$ cat config.mk
export PLATFORM = sky130hd
export DESIGN_NAME = ps2_cmd_sequencer
export DESIGN_NICKNAME = d
export VERILOG_FILES = /design/src/rtl/ps2_cmd_sequencer_pkg.sv /design/src/rtl/ps2_cmd_sequencer_rr_arbiter.sv /design/src/rtl/ps2_cmd_sequencer.sv
export SDC_FILE = /design/constraint.sdc
export NUM_CORES = 1
export LEC_CHECK = 0
export BUFFER_PORTS_ARGS = -buffer_cell sky130_fd_sc_hd__buf_4
export CAP_MARGIN = 15
export CORE_MARGIN = 2
export CORE_UTILIZATION = 35
export CTS_CLUSTER_SIZE = 10
export DETAILED_ROUTE_END_ITERATION = 6
export MAX_ROUTING_LAYER = met4
export SLEW_MARGIN = 0
export SYNTH_ARGS = -nofsm -noshare
export SYNTH_HDL_FRONTEND = slang
export SYNTH_SLANG_ARGS = --single-unit
$ cat constraint.sdc
create_clock -name CLOCK_50 -period 2.46 [get_ports CLOCK_50]
set_clock_uncertainty 0.15 [all_clocks]
set_input_delay 0.492 -clock CLOCK_50 [delete_from_list [all_inputs] [get_ports CLOCK_50]]
set_output_delay 0.492 -clock CLOCK_50 [all_outputs]
set_load 0.03 [all_outputs]
$ cat src/rtl/ps2_cmd_sequencer_pkg.sv
// Shared PS/2 byte codes, sequencer state encoding and small helpers for the
// keyboard command sequencer and its arbiter.
package ps2_cmd_sequencer_pkg;

    localparam logic [7:0] PS2_ACK       = 8'hFA;
    localparam logic [7:0] PS2_RESEND    = 8'hFE;
    localparam logic [7:0] PS2_BAT_OK    = 8'hAA;
    localparam logic [7:0] PS2_SET_LEDS  = 8'hED;
    localparam logic [7:0] PS2_RESET     = 8'hFF;
    localparam logic [7:0] PS2_TYPEMATIC = 8'hF3;
    localparam logic [7:0] PS2_BREAK     = 8'hF0;

    typedef enum logic [2:0] {
        StIdle,
        StSend,
        StWaitAck,
        StDone,
        StErr
    } seq_state_e;

    // Bytes the keyboard uses to answer a host command.
    function automatic logic is_handshake(input logic [7:0] b);
        return (b == PS2_ACK) || (b == PS2_RESEND);
    endfunction

endpackage

$ cat src/rtl/ps2_cmd_sequencer_rr_arbiter.sv
// Round-robin arbiter: combinational grant starting at a registered pointer;
// the pointer moves past the winner whenever a grant is taken.
module ps2_cmd_sequencer_rr_arbiter #(
    parameter int unsigned N    = 2,
    parameter int unsigned IdxW = (N > 1) ? $clog2(N) : 1
) (
    input  logic            CLOCK_50,
    input  logic            reset,
    input  logic [N-1:0]    req,
    input  logic            advance,
    output logic [N-1:0]    grant,
    output logic [IdxW-1:0] grant_idx,
    output logic            any
);

    logic [IdxW-1:0] ptr_q;

    always_comb begin
        grant     = '0;
        grant_idx = '0;
        any       = 1'b0;
        for (int unsigned i = 0; i < N; i++) begin
            logic [IdxW-1:0] cand;
            cand = IdxW'((32'(ptr_q) + i) % N);
            if (!any && req[cand]) begin
                any         = 1'b1;
                grant[cand] = 1'b1;
                grant_idx   = cand;
            end
        end
    end

    always_ff @(posedge CLOCK_50 or posedge reset) begin
        if (reset) begin
            ptr_q <= '0;
        end else if (advance && any) begin
            ptr_q <= (grant_idx == IdxW'(N - 1)) ? '0 : grant_idx + 1'b1;
        end
    end

endmodule

$ cat src/rtl/ps2_cmd_sequencer.sv
// Shares the PS/2 host-to-device command path between several requesters, waits for
// ACK after every byte, retries on RESEND and forwards everything else as scan codes.
module ps2_cmd_sequencer
    import ps2_cmd_sequencer_pkg::*;
#(
    parameter int unsigned NUM_REQ     = 2,
    parameter int unsigned ACK_TIMEOUT = 2_500_000,
    parameter int unsigned MAX_RETRY   = 3
) (
    input  logic                 CLOCK_50,
    input  logic                 reset,
    input  logic [NUM_REQ-1:0]   req,
    input  logic [8*NUM_REQ-1:0] req_cmd,
    input  logic [8*NUM_REQ-1:0] req_arg,
    input  logic [NUM_REQ-1:0]   req_has_arg,
    output logic [NUM_REQ-1:0]   req_grant,
    output logic [NUM_REQ-1:0]   req_done,
    output logic [NUM_REQ-1:0]   req_err,
    output logic                 busy,
    output logic [7:0]           the_command,
    output logic                 send_command,
    input  logic                 command_was_sent,
    input  logic                 error_communication_timed_out,
    input  logic [7:0]           received_data,
    input  logic                 received_data_en,
    output logic [7:0]           scan_data,
    output logic                 scan_data_en
);

    localparam int unsigned IdxW   = (NUM_REQ > 1) ? $clog2(NUM_REQ) : 1;
    localparam int unsigned TimerW = (ACK_TIMEOUT > 1) ? $clog2(ACK_TIMEOUT) : 1;
    localparam int unsigned RetryW = (MAX_RETRY > 0) ? $clog2(MAX_RETRY + 1) : 1;
    localparam logic [TimerW-1:0] TimeoutLast = TimerW'(ACK_TIMEOUT - 1);

    seq_state_e          state_q;
    logic [IdxW-1:0]     idx_q;
    logic [7:0]          arg_q;
    logic                has_arg_q;
    logic                on_arg_q;
    logic [RetryW-1:0]   retry_q;
    logic [TimerW-1:0]   timer_q;

    logic [NUM_REQ-1:0]  arb_grant;
    logic [IdxW-1:0]     arb_idx;
    logic                arb_any;
    logic [NUM_REQ-1:0]  owner;
    logic                rx_ack;
    logic                rx_resend;
    logic                consume;

    ps2_cmd_sequencer_rr_arbiter #(
        .N    (NUM_REQ),
        .IdxW (IdxW)
    ) u_arb (
        .CLOCK_50  (CLOCK_50),
        .reset     (reset),
        .req       (req),
        .advance   (state_q == StIdle),
        .grant     (arb_grant),
        .grant_idx (arb_idx),
        .any       (arb_any)
    );

    assign owner     = NUM_REQ'(1) << idx_q;
    assign rx_ack    = received_data_en && (received_data == PS2_ACK);
    assign rx_resend = received_data_en && (received_data == PS2_RESEND);
    // Handshake bytes belong to us only once the byte is on the wire; before that
    // they are ordinary scan codes.
    assign consume   = is_handshake(received_data) &&
                       (state_q inside {StWaitAck, StDone, StErr});

    always_ff @(posedge CLOCK_50 or posedge reset) begin
        if (reset) begin
            state_q      <= StIdle;
            idx_q        <= '0;
            arg_q        <= '0;
            has_arg_q    <= 1'b0;
            on_arg_q     <= 1'b0;
            retry_q      <= '0;
            timer_q      <= '0;
            req_grant    <= '0;
            req_done     <= '0;
            req_err      <= '0;
            busy         <= 1'b0;
            the_command  <= 8'h00;
            send_command <= 1'b0;
            scan_data    <= 8'h00;
            scan_data_en <= 1'b0;
        end else begin
            req_grant    <= '0;
            req_done     <= '0;
            req_err      <= '0;
            scan_data_en <= received_data_en && !consume;
            if (received_data_en && !consume) begin
                scan_data <= received_data;
            end

            unique case (state_q)
                StIdle: begin
                    if (arb_any) begin
                        req_grant    <= arb_grant;
                        idx_q        <= arb_idx;
                        the_command  <= req_cmd[8*arb_idx +: 8];
                        arg_q        <= req_arg[8*arb_idx +: 8];
                        has_arg_q    <= req_has_arg[arb_idx];
                        on_arg_q     <= 1'b0;
                        retry_q      <= '0;
                        busy         <= 1'b1;
                        send_command <= 1'b1;
                        state_q      <= StSend;
                    end
                end
                StSend: begin
                    if (error_communication_timed_out) begin
                        send_command <= 1'b0;
                        req_err      <= owner;
                        state_q      <= StErr;
                    end else if (command_was_sent) begin
                        send_command <= 1'b0;
                        timer_q      <= '0;
                        state_q      <= StWaitAck;
                    end
                end
                StWaitAck: begin
                    if (rx_ack) begin
                        if (!on_arg_q && has_arg_q) begin
                            on_arg_q     <= 1'b1;
                            retry_q      <= '0;
                            the_command  <= arg_q;
                            send_command <= 1'b1;
                            state_q      <= StSend;
                        end else begin
                            req_done <= owner;
                            state_q  <= StDone;
                        end
                    end else if (rx_resend) begin
                        // Incremented count would exceed the limit: give up on this byte.
                        if (retry_q == RetryW'(MAX_RETRY)) begin
                            req_err <= owner;
                            state_q <= StErr;
                        end else begin
                            retry_q      <= retry_q + 1'b1;
                            send_command <= 1'b1;
                            state_q      <= StSend;
                        end
                    end else if (timer_q == TimeoutLast) begin
                        req_err <= owner;
                        state_q <= StErr;
                    end else begin
                        timer_q <= timer_q + 1'b1;
                    end
                end
                StDone, StErr: begin
                    busy    <= 1'b0;
                    state_q <= StIdle;
                end
                default: state_q <= StIdle;
            endcase
        end
    end

endmodule

Word level (Yosys, flattened, before mapping)
Index checks and enable logic that the tools add are counted.
{ "word_totals": {"reg_bits": 64, "in_bits": 49, "output_inout_bits": 25, "elab_cells": 142} }
{ "classes": {"n_addsub": 4, "magnitude_cmp": 5, "n_eq_ne": 21, "n_shift": 3, "muxes": 65, "n_bitwise": 1, "n_reduce_logical": 27} }
{ "ops": {"columns": ["op", "n"], "rows": [
  ["2-to-1 mux 22 bit", 5],
  ["case mux 22 bit (2 select lines)", 1],
  ["2-to-1 mux 2 bit", 18],
  ["indexed part select 16 x 5 -> 8 bit", 2],
  ["2-to-1 mux 8 bit", 3],
  ["adder 22 x 1 -> 22 bit (second input constant)", 1],
  ["== test 22 bit (second input constant)", 1],
  ["2-to-1 mux 1 bit", 22],
  ["2-to-1 mux 3 bit", 7],
  ["== test 8 bit (second input constant)", 2],
  ["case mux 8 bit (2 select lines)", 1],
  ["inequality test 2 bit (second input constant)", 7],
  ["AND reduction 6 bit", 2],
  ["logical AND 1 bit", 9],
  ["inequality test 3 bit (second input constant)", 3],
  ["case mux 3 bit (3 select lines)", 1],
  ["case mux 2 bit (2 select lines)", 2],
  ["== test 3 x 2 -> 1 bit (second input constant)", 2],
  ["< comparator 1 x 2 -> 1 bit (second input constant)", 3],
  ["nonzero test 2 bit", 3],
  ["nonzero test 3 bit", 2],
  ["AND reduction 5 bit", 1],
  ["inequality test 4 x 3 -> 1 bit (second input constant)", 1],
  ["case mux 1 bit (2 select lines)", 2],
  ["other kinds (19)", 25]
]} }

Depth between registers and ports, before layout
{ "logic_depth": {"depth_word": 9, "mapped_depth": 7, "depth_no_buf": 6} }

By module
Synthesis repeated with hierarchy kept, for this count alone.
{ "unflattened": {"cells_unflattened": 334, "hier_area_um2": 3384.5} }
{ "modules_own_cells": {"columns": ["mod", "n_inst", "cells_per_inst", "area_each_um2", "seq_area_each_um2"], "rows": [
  ["ps2_cmd_sequencer", 1, 325, 3311.9, 1576.5],
  ["ps2_cmd_sequencer_rr_arbiter", 1, 9, 72.6, 25.0]
]} }

Least setup slack after synthesis
No wires, ideal clock.
{ "synth_timing": {"path_kind": "input -> register", "from": "input received_data[6]", "to": "register the_command[0]", "setup_time_ps": 125, "arrival_time_ps": 1815, "path_slack_ps": 370, "stages": 6, "cell_sequence": "and4_1 -> and3_4 -> buf_6 -> and2_4 -> a31oi_4 -> mux2_4"} }
{ "synth_between": {"elab_chain_cells": 4} }
{ "synth_rtl": {"columns": ["element", "line_no", "text"], "rows": [
  ["start: declaration", "ps2_cmd_sequencer.sv:24", "input logic [7:0] received_data,"],
  ["== test 8 bit", "ps2_cmd_sequencer.sv:65", "assign rx_ack = received_data_en && (received_data == PS2_ACK);"],
  ["logical AND 1 bit", "ps2_cmd_sequencer.sv:65", null],
  ["inequality test 2 bit (no line)", null, null],
  ["AND reduction 4 bit (no line)", null, null],
  ["end signal: assignment", "ps2_cmd_sequencer.sv:103", "the_command <= req_cmd[8*arb_idx +: 8];"],
  ["end signal: assignment", "ps2_cmd_sequencer.sv:129", "the_command <= arg_q;"],
  ["end: declaration", "ps2_cmd_sequencer.sv:20", "output logic [7:0] the_command,"]
]} }
Every way passes these cells.
A chain may end at the register's enable or synchronous reset.

Worst setup path after layout
{ "layout_timing": {"from": "register timer_q[1]", "to": "register timer_q[4]"} }
{ "layout_between": {"elab_chain_cells": 5, "word_cells_on_any_way": 8} }
{ "layout_rtl": {"columns": ["element", "line_no", "text"], "rows": [
  ["start: declaration", "ps2_cmd_sequencer.sv:41", "logic [TimerW-1:0] timer_q;"],
  ["start signal: assignment", "ps2_cmd_sequencer.sv:150", "timer_q <= timer_q + 1'b1;"],
  ["adder 22 x 1 -> 22 bit", "ps2_cmd_sequencer.sv:150", null],
  ["2-to-1 mux 22 bit", "ps2_cmd_sequencer.sv:146", "end else if (timer_q == TimeoutLast) begin"],
  ["2-to-1 mux 22 bit", "ps2_cmd_sequencer.sv:136", "end else if (rx_resend) begin"],
  ["2-to-1 mux 22 bit", "ps2_cmd_sequencer.sv:125", "if (rx_ack) begin"],
  ["case mux 22 bit (2 select lines)", "ps2_cmd_sequencer.sv:98", "unique case (state_q)"]
]} }
Several ways; a longest one is shown, not always the timed one. The select of a mux whose other input is x is not followed.

==> results.py <==
metrics = {
    "status": {
        "status": "completed",
    },
    "sta": {
        "timing.hold.ws_ns": 0.0493,
        "rsz0062_at_grt": "no",
        "slew_headroom_pct": 68.4,
        "setup_tns_ns": 0,
        "finalCriticalPeriod_ns": 2.23,
        "period_share_pct": 90.7,
        "hold_viol": 0,
        "worst_pin_slew_ns": 0.474,
        "finalSetupViolations": 0,
        "drv_slew": 0,
        "max_freq_ghz": 0.448,
    },
    "die": {
        "pin_count": 74,
        "rows": 36,
        "core_area_um2": 9590,
        "fp.dieW_um": 103,
        "dieArea_um2": 10500,
        "start_util_pct": 35.5,
        "die_h_um": 103,
    },
    "setup_path": {
        "worstSetupPathType": "reg -> reg",
        "path_cells": "ha_1 -> and4_1 -> nand4_1 -> o21ai_2 -> buf_4 -> nor2_1 -> a221o_1",
        "cp-end-kind": "flip-flop",
        "cpPeakStageDelay_ns": 0.40,
        "worstPathMaxFanout": 21,
        "arrival_ns": 2.29,
        "required_ns": 2.52,
        "startpoint_type": "flip-flop",
        "crit_slowest_cell": "dfrtp_1",
        "r2r_setup_slack_ns": 0.23,
    },
    "cts": {
        "clock-sinks": 64,
        "cts_root_buffer": "clkbuf_8",
        "cts_hold_buf": 0,
        "clk_pin_slew_ns": 0.08,
        "cts_made_buffers": 9,
        "cts_tree": "built",
        "htree_num_levels": 3,
        "clk_latency_ns": 0.34,
        "clockBufferDepth": 2,
    },
    "synthesis": {
        "yosysSeqAreaShare_pct": 47.0,
        "yosys_warnings": 0,
        "synth.distinct_cells": 55,
        "synthesis.area_um2": 3410,
        "ys_ff_latch": 64,
        "mappedNetlistNets": 384,
        "synth-edff-count": 0,
        "synthFlopType": "dfrtp_1",
        "synth_area_per_cell_um2": 10.2,
        "synth_top_area_cell": "dfrtp_1",
        "synthCells": 333,
        "ys_async_sr_fraction_pct": 100,
        "synth_area_leaders": "dfrtp_1 (47%), nand2_1 (4.2%), o22a_1 (3.9%)",
        "yosysTopAreaCellShare_pct": 47.0,
    },
    "drt": {
        "viasPerCell": 5.14,
        "wl_per_cell_um": 15.2,
        "vias": 2826,
        "drt_iter0_markers": 201,
        "dr.pass1.iters": 4,
        "final_antenna_net_count": 0,
        "drc": 0,
        "routed_wl_um": 8370,
    },
    "placement": {
        "numPortBuffers": 73,
        "gp_congestion": 0.809,
        "post-dp-hpwl_um": 5760,
        "dpl_cell_area_um2": 4150,
    },
    "job": {
        "max_cap_violations": 0,
    },
    "layout": {
        "syn2layout_area_growth_pct": 27.7,
        "diodes": 0,
        "fin_nets": 463,
        "drive_gt1_share_pct": 33.1,
        "finalInstanceArea_um2": 4350,
    },
    "power_and_ir_drop": {
        "ir_drop_uv": 306,
        "p_per_area_nw_per_um2": 965,
        "total_leakage_power_uw": 0.00197,
    },
    "global_routing": {
        "grt_pass1_wl_um": 13600,
        "grt_usage_pct": 16.9,
        "grt_max_degree": 65,
        "grt.overflow.total": 0,
        "grt_pass1_vias": 2799,
        "antenna_found_initial": 0,
    },
    "hold_path": {
        "holdCritPathClass": "in -> async",
    },
}
-- per-stage QoR --
stage	instances	util, %	total power, uW	worst slack, ns
floorplan	333	-	2740	0.220
global placement	534	43.2	3260	0.194
detailed placement	534	43.2	3280	0.140
CTS	550	45.4	4230	0.159
global route	550	45.4	4460	0.0460
finish	550	45.4	4200	0.228
-- worst max-delay path: cells and delay by family, from the launching register on --
family / cells / cell delay, ns
and+or+nand+nor: 3 / 0.59
adders and majority gates: 1 / 0.18
buffers and inverters: 1 / 0.28
AOI/OAI and AO/OA: 2 / 0.50
DFF: 1 / 0.40
-- worst paths after layout --
| check | from | endpoint | cells after the start |
|---|---|---|---|
| min in group CLOCK_50 | received_data[2] | req_done[0] | 2 |
| hold / removal | reset | timer_q[2] | 3 |
| setup / recovery | timer_q[1] | timer_q[4] | 7 |
| hold reg to reg | arg_q[3] | arg_q[3] | 2 |
| setup reg to reg | timer_q[1] | timer_q[4] | 7 |
| max in group asynchronous | reset | timer_q[19] | 3 |
-- cell families after synthesis --
family / synth area share, %
AO/OA/AOI/OAI: 17.3
XOR/XNOR: 0.514
adder cells (fa/ha/maj): 0.734
buffers and inverters: 4.85
flip-flops: 47.0
multiplexers: 8.77
AND/OR/NAND/NOR: 20.9
-- cells in the final DEF (no fill, tap or decap), types with 3 or more instances in the layout --
cell / count
nor2b_1: 4
nand3_1: 11
nor2_1: 11
and2_1: 6
nor4_1: 7
mux2_2: 7
a221o_1: 3
a222oi_1: 9
dfrtp_1: 64
mux2_4: 8
a21oi_1: 4
nand2b_1: 3
nor3b_1: 4
inv_1: 16
clkbuf_8: 10
o22a_1: 15
a21bo_2: 7
nand4_1: 9
nor3_1: 14
nand2_1: 38
buf_4: 87
mux2i_1: 10
o21ai_0: 21
-- state kept, by name, indices dropped and copies added (netlist names) --
signal and cells:
arg_q 8, timer_q 22, busy 1, req_done 2
scan_data_en 1, scan_data 8, on_arg_q 1, u_arb.ptr_q 1
retry_q 2, req_err 2, idx_q 1, the_command 8
req_grant 2, send_command 1, has_arg_q 1, state_q 3
-- synth_stat cells (3+ instances only) --
| cell | instances |
|---|---|
| nand2b_1 | 3 |
| a222oi_1 | 9 |
| nor2b_1 | 4 |
| a21oi_1 | 4 |
| mux2i_1 | 10 |
| a21bo_2 | 7 |
| clkbuf_1 | 11 |
| nor2_1 | 11 |
| o21ai_0 | 22 |
| inv_1 | 17 |
| a21o_1 | 3 |
| a221o_1 | 3 |
| and2_1 | 6 |
| nand2_1 | 38 |
| nor3_1 | 14 |
| dfrtp_1 | 64 |
| nor3b_1 | 4 |
| o22a_1 | 15 |
| mux2_2 | 7 |
| mux2_4 | 8 |
| nor4_1 | 7 |
| buf_2 | 6 |
| nand3_1 | 11 |
| nand4_1 | 9 |
-- per-layer routing --
metal / global-route usage (%) / part of all wire (%) / vias up
met2: 26.0 / 45 / 79
met3: 2.58 / 5.1 / 12
met4: 5.64 / 0.88 / 0
li1: - / - / 1385
met1: 22.9 / 49 / 1350
met5: - / 0 / -
-- layout make-up --
cell class	count	area (um^2)
multi-input combinational	232	1640
timing repair buffer	88	673
sequential	64	1600
tap	133	166
inverter	17	63.8
clock buffer	10	138
clock inverter	6	67.6
fill	925	5240
-- what timing repair did --
item / in CTS / in global routing
endpoints found under the setup margin: 0 / 6
setup buffers: 0 / 0
endpoints found under the hold margin: 0 / 0
gates resized for setup: 0 / 1
-- power breakdown --
part           switching, uW  leakage, uW  internal [uW]  total (uW)
combinational            940      0.00105            762        1700
sequential               232     0.000826           1330        1560
clock                    440    0.0000989            499         939
total                   1610      0.00197           2590        4200
No activity file was read; power rests on OpenSTA's default activity.
